### config.mk
export PLATFORM = sky130hd
export DESIGN_NAME = gfx_reg_writer
export DESIGN_NICKNAME = d
export VERILOG_FILES = /design/src/rtl/gfx_bus_pkg.sv /design/src/rtl/gfx_dirty_pick.sv /design/src/rtl/gfx_reg_writer.sv
export SDC_FILE = /design/constraint.sdc
export NUM_CORES = 1
export LEC_CHECK = 0
export CAP_MARGIN = 15
export CORE_AREA = 8 8 188 190
export CTS_CLUSTER_SIZE = 28
export DETAILED_ROUTE_END_ITERATION = 12
export DIE_AREA = 0 0 196 198
export PLACE_DENSITY = 0.77
export SLEW_MARGIN = 30
export SYNTH_ARGS = -nofsm -noshare
export SYNTH_HDL_FRONTEND = slang
export SYNTH_SLANG_ARGS = --single-unit
### constraint.sdc
create_clock -name clk -period 8.6 [get_ports clk]
set_input_delay 1.72 -clock clk [delete_from_list [all_inputs] [get_ports clk]]
set_output_delay 1.72 -clock clk [all_outputs]
set_load 0.05 [all_outputs]
### src/rtl/gfx_bus_pkg.sv
`default_nettype none
// +----------------------------------------------------------------------------+
// | gfx_bus_pkg                                                                |
// | Shared graphics register bus constants: register map, chipselect, states.  |
// | Revision: 1.0                                                              |
// +----------------------------------------------------------------------------+
package gfx_bus_pkg;

    localparam logic [3:0] GFX_PAD1_X     = 4'd0;
    localparam logic [3:0] GFX_PAD1_Y     = 4'd1;
    localparam logic [3:0] GFX_PAD2_X     = 4'd2;
    localparam logic [3:0] GFX_PAD2_Y     = 4'd3;
    localparam logic [3:0] GFX_BALL_X     = 4'd4;
    localparam logic [3:0] GFX_BALL_Y     = 4'd5;
    localparam logic [3:0] GFX_BALL_Z     = 4'd6;
    localparam logic [3:0] GFX_P1_SCORE   = 4'd7;
    localparam logic [3:0] GFX_P2_SCORE   = 4'd8;
    localparam logic [3:0] GFX_GAME_STATE = 4'd9;
    localparam logic [3:0] GFX_COMMIT     = 4'hF;

    localparam logic [3:0] CS_GFX = 4'b0001;

    typedef enum logic [1:0] {
        IDLE = 2'd0,
        HOLD = 2'd1,
        GAP  = 2'd2,
        DONE = 2'd3
    } gfx_state_t;

endpackage

`default_nettype wire

### src/rtl/gfx_dirty_pick.sv
`default_nettype none
// +----------------------------------------------------------------------------+
// | gfx_dirty_pick                                                             |
// | Combinational lowest-set-bit encoder over the dirty-register mask.         |
// | Revision: 1.0                                                              |
// +----------------------------------------------------------------------------+
module gfx_dirty_pick #(
    parameter int N     = 10,
    parameter int IDX_W = 4
) (
    input  logic [N-1:0]     i_mask,
    output logic [IDX_W-1:0] o_idx,
    output logic             o_any
);

    // Scan from the top so the lowest set bit is the last one to win.
    always_comb begin
        o_idx = '0;
        o_any = 1'b0;
        for (int i = N - 1; i >= 0; i--) begin
            if (i_mask[i]) begin
                o_idx = IDX_W'(i);
                o_any = 1'b1;
            end
        end
    end

endmodule

`default_nettype wire

### src/rtl/gfx_reg_writer.sv
`default_nettype none
// +----------------------------------------------------------------------------+
// | gfx_reg_writer                                                             |
// | Writes changed game-object registers to the graphics ASIC, then COMMIT.    |
// | Revision: 1.0                                                              |
// +----------------------------------------------------------------------------+
module gfx_reg_writer #(
    parameter int         NUM_REGS    = 10,
    parameter int         HOLD_CYCLES = 2,
    parameter logic [3:0] CS_GFX      = gfx_bus_pkg::CS_GFX,
    parameter logic [3:0] COMMIT_ADDR = gfx_bus_pkg::GFX_COMMIT
) (
    input  logic                  clk,
    input  logic                  rst,
    input  logic                  upd_valid,
    input  logic [16*NUM_REGS-1:0] upd_data,
    output logic                  upd_ready,
    output logic [3:0]            chipselect,
    output logic [3:0]            data_address,
    output logic [15:0]           databus,
    output logic                  busy,
    output logic                  done
);
    import gfx_bus_pkg::*;

    localparam int IDX_W = (NUM_REGS > 1) ? $clog2(NUM_REGS) : 1;
    localparam int CNT_W = $clog2(HOLD_CYCLES + 1);
    localparam logic [CNT_W-1:0] c_HOLD    = CNT_W'(HOLD_CYCLES);
    localparam logic [CNT_W-1:0] c_CNT_ONE = CNT_W'(1);

    gfx_state_t                        r_state;
    logic [NUM_REGS-1:0][15:0]         r_snap;
    logic [NUM_REGS-1:0][15:0]         r_last;
    logic [NUM_REGS-1:0]               r_mask;
    logic                              r_sent_valid;
    logic [IDX_W-1:0]                  r_cur;
    logic                              r_is_commit;
    logic [CNT_W-1:0]                  r_cnt;
    logic [3:0]                        r_cs;
    logic [3:0]                        r_addr;
    logic [15:0]                       r_data;
    logic                              r_ready;
    logic                              r_busy;
    logic                              r_done;

    logic [NUM_REGS-1:0][15:0]         w_upd_regs;
    logic [NUM_REGS-1:0][15:0]         w_src;
    logic [NUM_REGS-1:0]               w_new_dirty;
    logic [NUM_REGS-1:0]               w_cur_hot;
    logic [NUM_REGS-1:0]               w_gap_mask;
    logic [NUM_REGS-1:0]               w_pick_in;
    logic [IDX_W-1:0]                  w_idx;
    logic                              w_any;
    logic [3:0]                        w_next_addr;
    logic [15:0]                       w_next_data;

    assign w_upd_regs = upd_data;

    generate
        for (genvar i = 0; i < NUM_REGS; i++) begin : g_cmp
            assign w_new_dirty[i] = !r_sent_valid || (w_upd_regs[i] != r_last[i]);
            assign w_cur_hot[i]   = (r_cur == IDX_W'(i));
        end
    endgenerate

    // In GAP the picker looks at what is left after retiring the current
    // register; otherwise it looks at the mask of the incoming snapshot.
    assign w_gap_mask = r_mask & ~w_cur_hot;
    assign w_pick_in  = (r_state == GAP) ? w_gap_mask : w_new_dirty;
    assign w_src      = (r_state == GAP) ? r_snap : w_upd_regs;

    gfx_dirty_pick #(
        .N     (NUM_REGS),
        .IDX_W (IDX_W)
    ) u_pick (
        .i_mask (w_pick_in),
        .o_idx  (w_idx),
        .o_any  (w_any)
    );

    assign w_next_addr = w_any ? 4'(w_idx) : COMMIT_ADDR;
    assign w_next_data = w_any ? w_src[w_idx] : 16'h0000;

    always_ff @(posedge clk) begin
        if (!rst) begin
            r_state      <= IDLE;
            r_mask       <= '0;
            r_sent_valid <= 1'b0;
            r_cur        <= '0;
            r_is_commit  <= 1'b0;
            r_cnt        <= '0;
            r_cs         <= 4'b0000;
            r_addr       <= 4'h0;
            r_data       <= 16'h0000;
            r_ready      <= 1'b1;
            r_busy       <= 1'b0;
            r_done       <= 1'b0;
        end else begin
            case (r_state)
                IDLE, DONE: begin
                    r_done  <= 1'b0;
                    r_state <= IDLE;
                    if (upd_valid) begin
                        r_snap      <= w_upd_regs;
                        r_mask      <= w_new_dirty;
                        r_busy      <= 1'b1;
                        r_ready     <= 1'b0;
                        r_state     <= HOLD;
                        r_cnt       <= c_CNT_ONE;
                        r_cs        <= CS_GFX;
                        r_cur       <= w_idx;
                        r_is_commit <= !w_any;
                        r_addr      <= w_next_addr;
                        r_data      <= w_next_data;
                    end
                end
                HOLD: begin
                    if (r_cnt == c_HOLD) begin
                        r_cs    <= 4'b0000;
                        r_state <= GAP;
                    end else begin
                        r_cnt <= r_cnt + c_CNT_ONE;
                    end
                end
                GAP: begin
                    if (r_is_commit) begin
                        r_state      <= DONE;
                        r_done       <= 1'b1;
                        r_busy       <= 1'b0;
                        r_ready      <= 1'b1;
                        r_sent_valid <= 1'b1;
                    end else begin
                        r_last[r_cur] <= r_snap[r_cur];
                        r_mask        <= w_gap_mask;
                        r_state       <= HOLD;
                        r_cnt         <= c_CNT_ONE;
                        r_cs          <= CS_GFX;
                        r_cur         <= w_idx;
                        r_is_commit   <= !w_any;
                        r_addr        <= w_next_addr;
                        r_data        <= w_next_data;
                    end
                end
                default: r_state <= IDLE;
            endcase
        end
    end

    assign upd_ready    = r_ready;
    assign chipselect   = r_cs;
    assign data_address = r_addr;
    assign databus      = r_data;
    assign busy         = r_busy;
    assign done         = r_done;

endmodule

`default_nettype wire
* Word-level counts from Yosys, hierarchy flattened
Cells that the tools add are included.
Storage, ports and cells: bits in registers 367, input port bits 163, output and inout bits 27
Cells by class: add/sub/neg operators 1, magnitude comparators 3, eq/ne operators 28, mux-type cells 65, bitwise operators 3, reductions and logical operators 26
Operators with widths (number):
- $bwmux W160 | 1
- $mux W160 | 1
- $ne A16 B16 Y1 | 10
- $bmux W16 S4 | 2
- $mux W16 | 6
- $mux W4 | 18
- $demux W16 S4 | 1
- $pmux W16 S2 | 1
- $mux W10 | 3
- $pmux W10 S2 | 1
- $reduce_and A3 Y1 | 6
- $mux W1 | 17
- $eq A4 B3 Y1 const B | 4
- $pmux W4 S2 | 2
- $pmux W2 S3 | 2
- $pmux W4 S3 | 1
- $and A10 B10 Y10 | 1
- $logic_or A1 B1 Y1 | 10
- $lt A4 B5 Y1 const B | 2
- $mux W2 | 5
- $ne A2 B2 Y1 const B | 5
- $not A10 Y10 | 1
- $eq A4 B2 Y1 const B | 2
- $eq A4 B4 Y1 const B | 2
- other kinds (14) | 22

* Depth between registers and ports, before layout
word-level depth 19, depth in mapped cells 19, gate-level depth less buffers 13

* Modules after synthesis
Synthesis repeated with hierarchy kept, for this count alone.
Unflattened totals: cell total of the unflattened synthesis 1170, area, all modules 17384.2 um^2
By module, submodules not included:
- gfx_reg_writer | times used 1, cells an instance 1152, area an instance 17282.8 um^2
- gfx_dirty_pick | times used 1, cells an instance 18, area an instance 101.3 um^2

* Worst setup path after synthesis
OpenSTA, ideal clock, no wires.
path kind input to register, start input rst, end register r_snap[0] in the netlist's numbering, enable pin, setup time 0.540 ns, arrival 5.906 ns, data required time 8.060 ns, path slack 2.153 ns, stages 3, path buffers 2, cells stage by stage clkbuf_1 -> clkbuf_1 -> and3_1
On the way: cells in the longest elaborated chain, start to end 1
Ends and longest elaborated chain:
- start, declared | line gfx_reg_writer.sv:14 | input logic rst,
- $reduce_and A3 Y1 (no source line)
- end signal, assigned | line gfx_reg_writer.sv:104 | r_snap <= w_upd_regs;
- end, declared | line gfx_reg_writer.sv:32 | logic [NUM_REGS-1:0][15:0] r_snap;
Every way passes these cells. A chain may end at the register's enable or synchronous reset.

* Worst setup path after layout
start input upd_data[81], end register r_data[13], in the netlist databus[13]
On the way: cells in the longest elaborated chain, start to end 14
Ends and longest elaborated chain:
- start, declared | line gfx_reg_writer.sv:16 | input logic [16*NUM_REGS-1:0] upd_data,
- $ne A16 B16 Y1 * | line gfx_reg_writer.sv:61 | assign w_new_dirty[i] = !r_sent_valid || (w_upd_regs[i] != r_last[i]);
- $logic_or A1 B1 Y1 * | line gfx_reg_writer.sv:61
- $mux W10 * | line gfx_reg_writer.sv:69 | assign w_pick_in = (r_state == GAP) ? w_gap_mask : w_new_dirty;
- $mux W4 (6 in series) | line gfx_dirty_pick.sv:21 | if (i_mask[i]) begin
- $bmux W16 S4 | line gfx_reg_writer.sv:82 | assign w_next_data = w_any ? w_src[w_idx] : 16'h0000;
- $mux W16 (not written as such) | line gfx_reg_writer.sv:82
- $mux W16 * | line gfx_reg_writer.sv:82
- $mux W16, on equally long branches | line gfx_reg_writer.sv:126, gfx_reg_writer.sv:103
- $pmux W16 S2 * | line gfx_reg_writer.sv:99 | case (r_state)
- end signal, assigned | line gfx_reg_writer.sv:114 | r_data <= w_next_data;
- end signal, assigned | line gfx_reg_writer.sv:141 | r_data <= w_next_data;
- end, declared | line gfx_reg_writer.sv:41 | logic [15:0] r_data;
Every way passes the cells marked *; elsewhere a longest branch is shown, timed or not. The select of a mux whose other input is x is not followed.

==> results.cfg <==
[outcome]
status = completed

[synth]
synth-edff-count = 320
ys_ff_latch = 364
async_flop_share_pct = 0
netlist_instances = 1343
synth_cell_types = 66
syn_area_per_cell_um2 = 12.99
synth_area_um2 = 17440
yosys_warnings = 0
yosysSeqAreaShare_pct = 60.14
synth_ff_type = edfxtp_1

[sta]
relSlewSlack_pct = 33.51
setup_violations = 0
finalSetupTns_ns = 0
holdWs_ns = 0.4681
max_freq_ghz = 0.1548
finClkSkew_ns = 0.01536
rsz0062_at_grt = no
hold_viol = 0
finalMaxSlewViolations = 0
period_needed_ns = 6.459
period_share_pct = 75.10
tightestPinTransition_ns = 0.9883

[pwr]
switching_share_pct = 24.34
power_mw = 4.152
pwr-share-clk_pct = 41.2
power.internal_mw = 3.141
ir_drop_v = 0.0001642
p_comb_share_pct = 10.1
power_leakage_nw = 6.981
p_sw_mw = 1.011
p_per_area_nw_per_um2 = 196.4
pwr-share-seq_pct = 48.7

[place]
place_area_um2 = 19830
dp.cells = 1907
gp_congestion = 0.9439
dp_hpwl_um = 42250
io_buffers = 186

[setup_path]
crit_arrival_ns = 6.85
worstSetupPathType = primary input to register
critPathRequiredTime_ns = 8.99
worstReg2RegStart = r_cur[1]
end_kind = register
reg2reg_slack_ns = 3.10
cp-start-kind = primary input
cp_max_fo = 68
r2r_end = databus[13]
rr_worst_depth = 13

[worst_hold_path]
worst_hold_path_type = register to register
hold_depth = 2
hp-start = r_mask[8]
worstHoldEndpoint = r_mask[8]

[clock_tree]
cts_hold_buffers = 0
cts_tree = done
cts_sinks = 364
cts_buffers = 40
cts_htree_levels = 2
clk_latency_ns = 0.54
ctsResizeCount = 0
clk_path_buf_depth = 3
cts_root_buf = clkbuf_16
cts.clk_slew.worst_paths_ns = 0.06
postCtsSetupRepairBufs = 0

[finish]
multi_input_area_um2 = 6598
num-fill-cells = 2341
final_nets = 1707
syn_to_final_growth_pct = 21.17
diodes = 0
final_area_um2 = 21140
seqCellArea_um2 = 10490
finalNonFillerCells = 1980
drive_gt1_share_pct = 10.37

[floorplan]
die_area_um2 = 38810
die_width_um = 196
rows = 66
io_pins = 190
initial_core_util_pct = 54.16
core_um2 = 32210
die_y_um = 198

[routing]
drcViolationCount = 0
num_vias = 13017
drt-initial-drc-count = 2037
dr.pass1.iters = 6
wire_per_inst_um = 29.31
drt-vias-per-instance = 6.574
ant_nets = 0
routed_wl_um = 58030

[grt]
grt_pass1_wl_um = 83990
antenna_found_initial = 3
grt_max_degree = 80
grt_overflow_total = 0
grt_pass1_vias = 12732
grt_util_all_layers_pct = 29.34

[flow_run]
drv_cap = 0
## layout by cell type, fill, tap and decap left out, drive strengths merged, types with 30 or more instances in the layout
master,count
dfxtp,44
nand2,148
clkbuf,51
o22ai,37
buf,41
edfxtp,320
xor2,73
xnor2,87
o21ai,68
a21oi,88
mux4,33
nor4,30
mux2i,103
clkdlybuf4s50,186
## kinds of logic after synthesis
group	share of synthesized area (%)
buffers and inverters	2.353
AO/OA/AOI/OAI	10.09
XOR/XNOR	8.034
adder cells (fa/ha/maj)	0.2152
multiplexers	10.69
AND/OR/NAND/NOR	8.457
other	0.02150
flip-flops	60.14
## cells in the mapped netlist, types with 7 or more instances
library cell / n / area, um^2
edfxtp_1: 320 / 9609
nand2_1: 148 / 555.5
mux2i_1: 103 / 1031
a21oi_1: 88 / 440.4
xnor2_1: 87 / 762.0
xor2_1: 73 / 639.4
o21ai_0: 49 / 245.2
dfxtp_1: 44 / 880.8
o22ai_1: 37 / 231.5
mux4_2: 33 / 743.2
clkbuf_1: 32 / 120.1
nor4_1: 30 / 187.7
nor2_1: 26 / 97.59
a22oi_1: 23 / 172.7
nand4_1: 23 / 143.9
o21ai_1: 19 / 95.09
a211oi_1: 16 / 120.1
buf_2: 16 / 80.08
nor2b_1: 15 / 93.84
nor3_1: 15 / 75.07
nand3_1: 14 / 70.07
buf_4: 12 / 90.09
a21boi_0: 11 / 82.58
buf_1: 8 / 30.03
inv_1: 8 / 30.03
and2_1: 7 / 43.79
## state kept, by name, indices dropped and copies added (netlist names)
signal,count
r_sent_valid,1
chipselect,1
r_last,160
r_cnt,2
r_mask,10
r_is_commit,1
upd_ready,1
data_address,4
busy,1
r_cur,4
databus,16
r_snap,160
r_state,2
done,1
## stage by stage
stage	util, %	worst slack (ns)
global route	65.63	2.082
floorplan	-	2.153
detailed placement	61.56	1.867
global placement	61.43	1.932
CTS	65.59	2.436
finish	65.63	2.141
## worst max-delay path, stage by stage
cell             delay [ns]
clkdlybuf4s50_1        0.67
xnor2_1                0.17
nand4_1                0.15
nor4_1                 0.55
a22oi_1                0.31
a211o_1                0.42
a21boi_2               0.53
or2_4                  0.60
buf_12                 0.42
mux2i_1                0.32
o22ai_1                0.13
nor4_1                 0.66
a21oi_1                0.17
## power by group through the flow
stage / logic [mW] / registers, mW / clock network (mW)
detailed placement: 0.411 / 2.06 / 0
global route: 0.442 / 2.03 / 1.77
global placement: 0.404 / 2.05 / 0
finish: 0.420 / 2.02 / 1.71
floorplan: 0.159 / 2.09 / 0
CTS: 0.414 / 2.02 / 1.72
## layer usage
layer / up-vias / share of wire (%) / GRT usage, %
met5: - / 0.016 / 0
met4: 2 / 3.9 / 11.06
met3: 126 / 14 / 8.183
met1: 6359 / 38 / 40.29
met2: 1015 / 44 / 44.08
li1: 5515 / - / -
## final cells by class
| cell class | count | area share (%) |
|---|---|---|
| sequential | 364 | 49.64 |
| clock inverter | 22 | 1.024 |
| tap | 408 | 2.415 |
| inverter | 9 | 0.1598 |
| multi-input combinational | 899 | 31.21 |
| timing repair buffer | 227 | 10.42 |
| clock buffer | 51 | 5.120 |
## how the worst max path moves through the flow
stage                            start  slack, ns          end  cells past startpoint
after detailed placement  upd_data[81]       1.87  databus[13]                     13
after global routing      upd_data[81]       2.08  databus[13]                     13
after floorplan                    rst       2.15    r_snap[0]                      3
final                     upd_data[81]       2.14  databus[13]                     13
after CTS                 upd_data[85]       2.44  databus[13]                     13
after global placement    upd_data[85]       1.93  databus[13]                     13
Power figures use the tool's default switching activity.
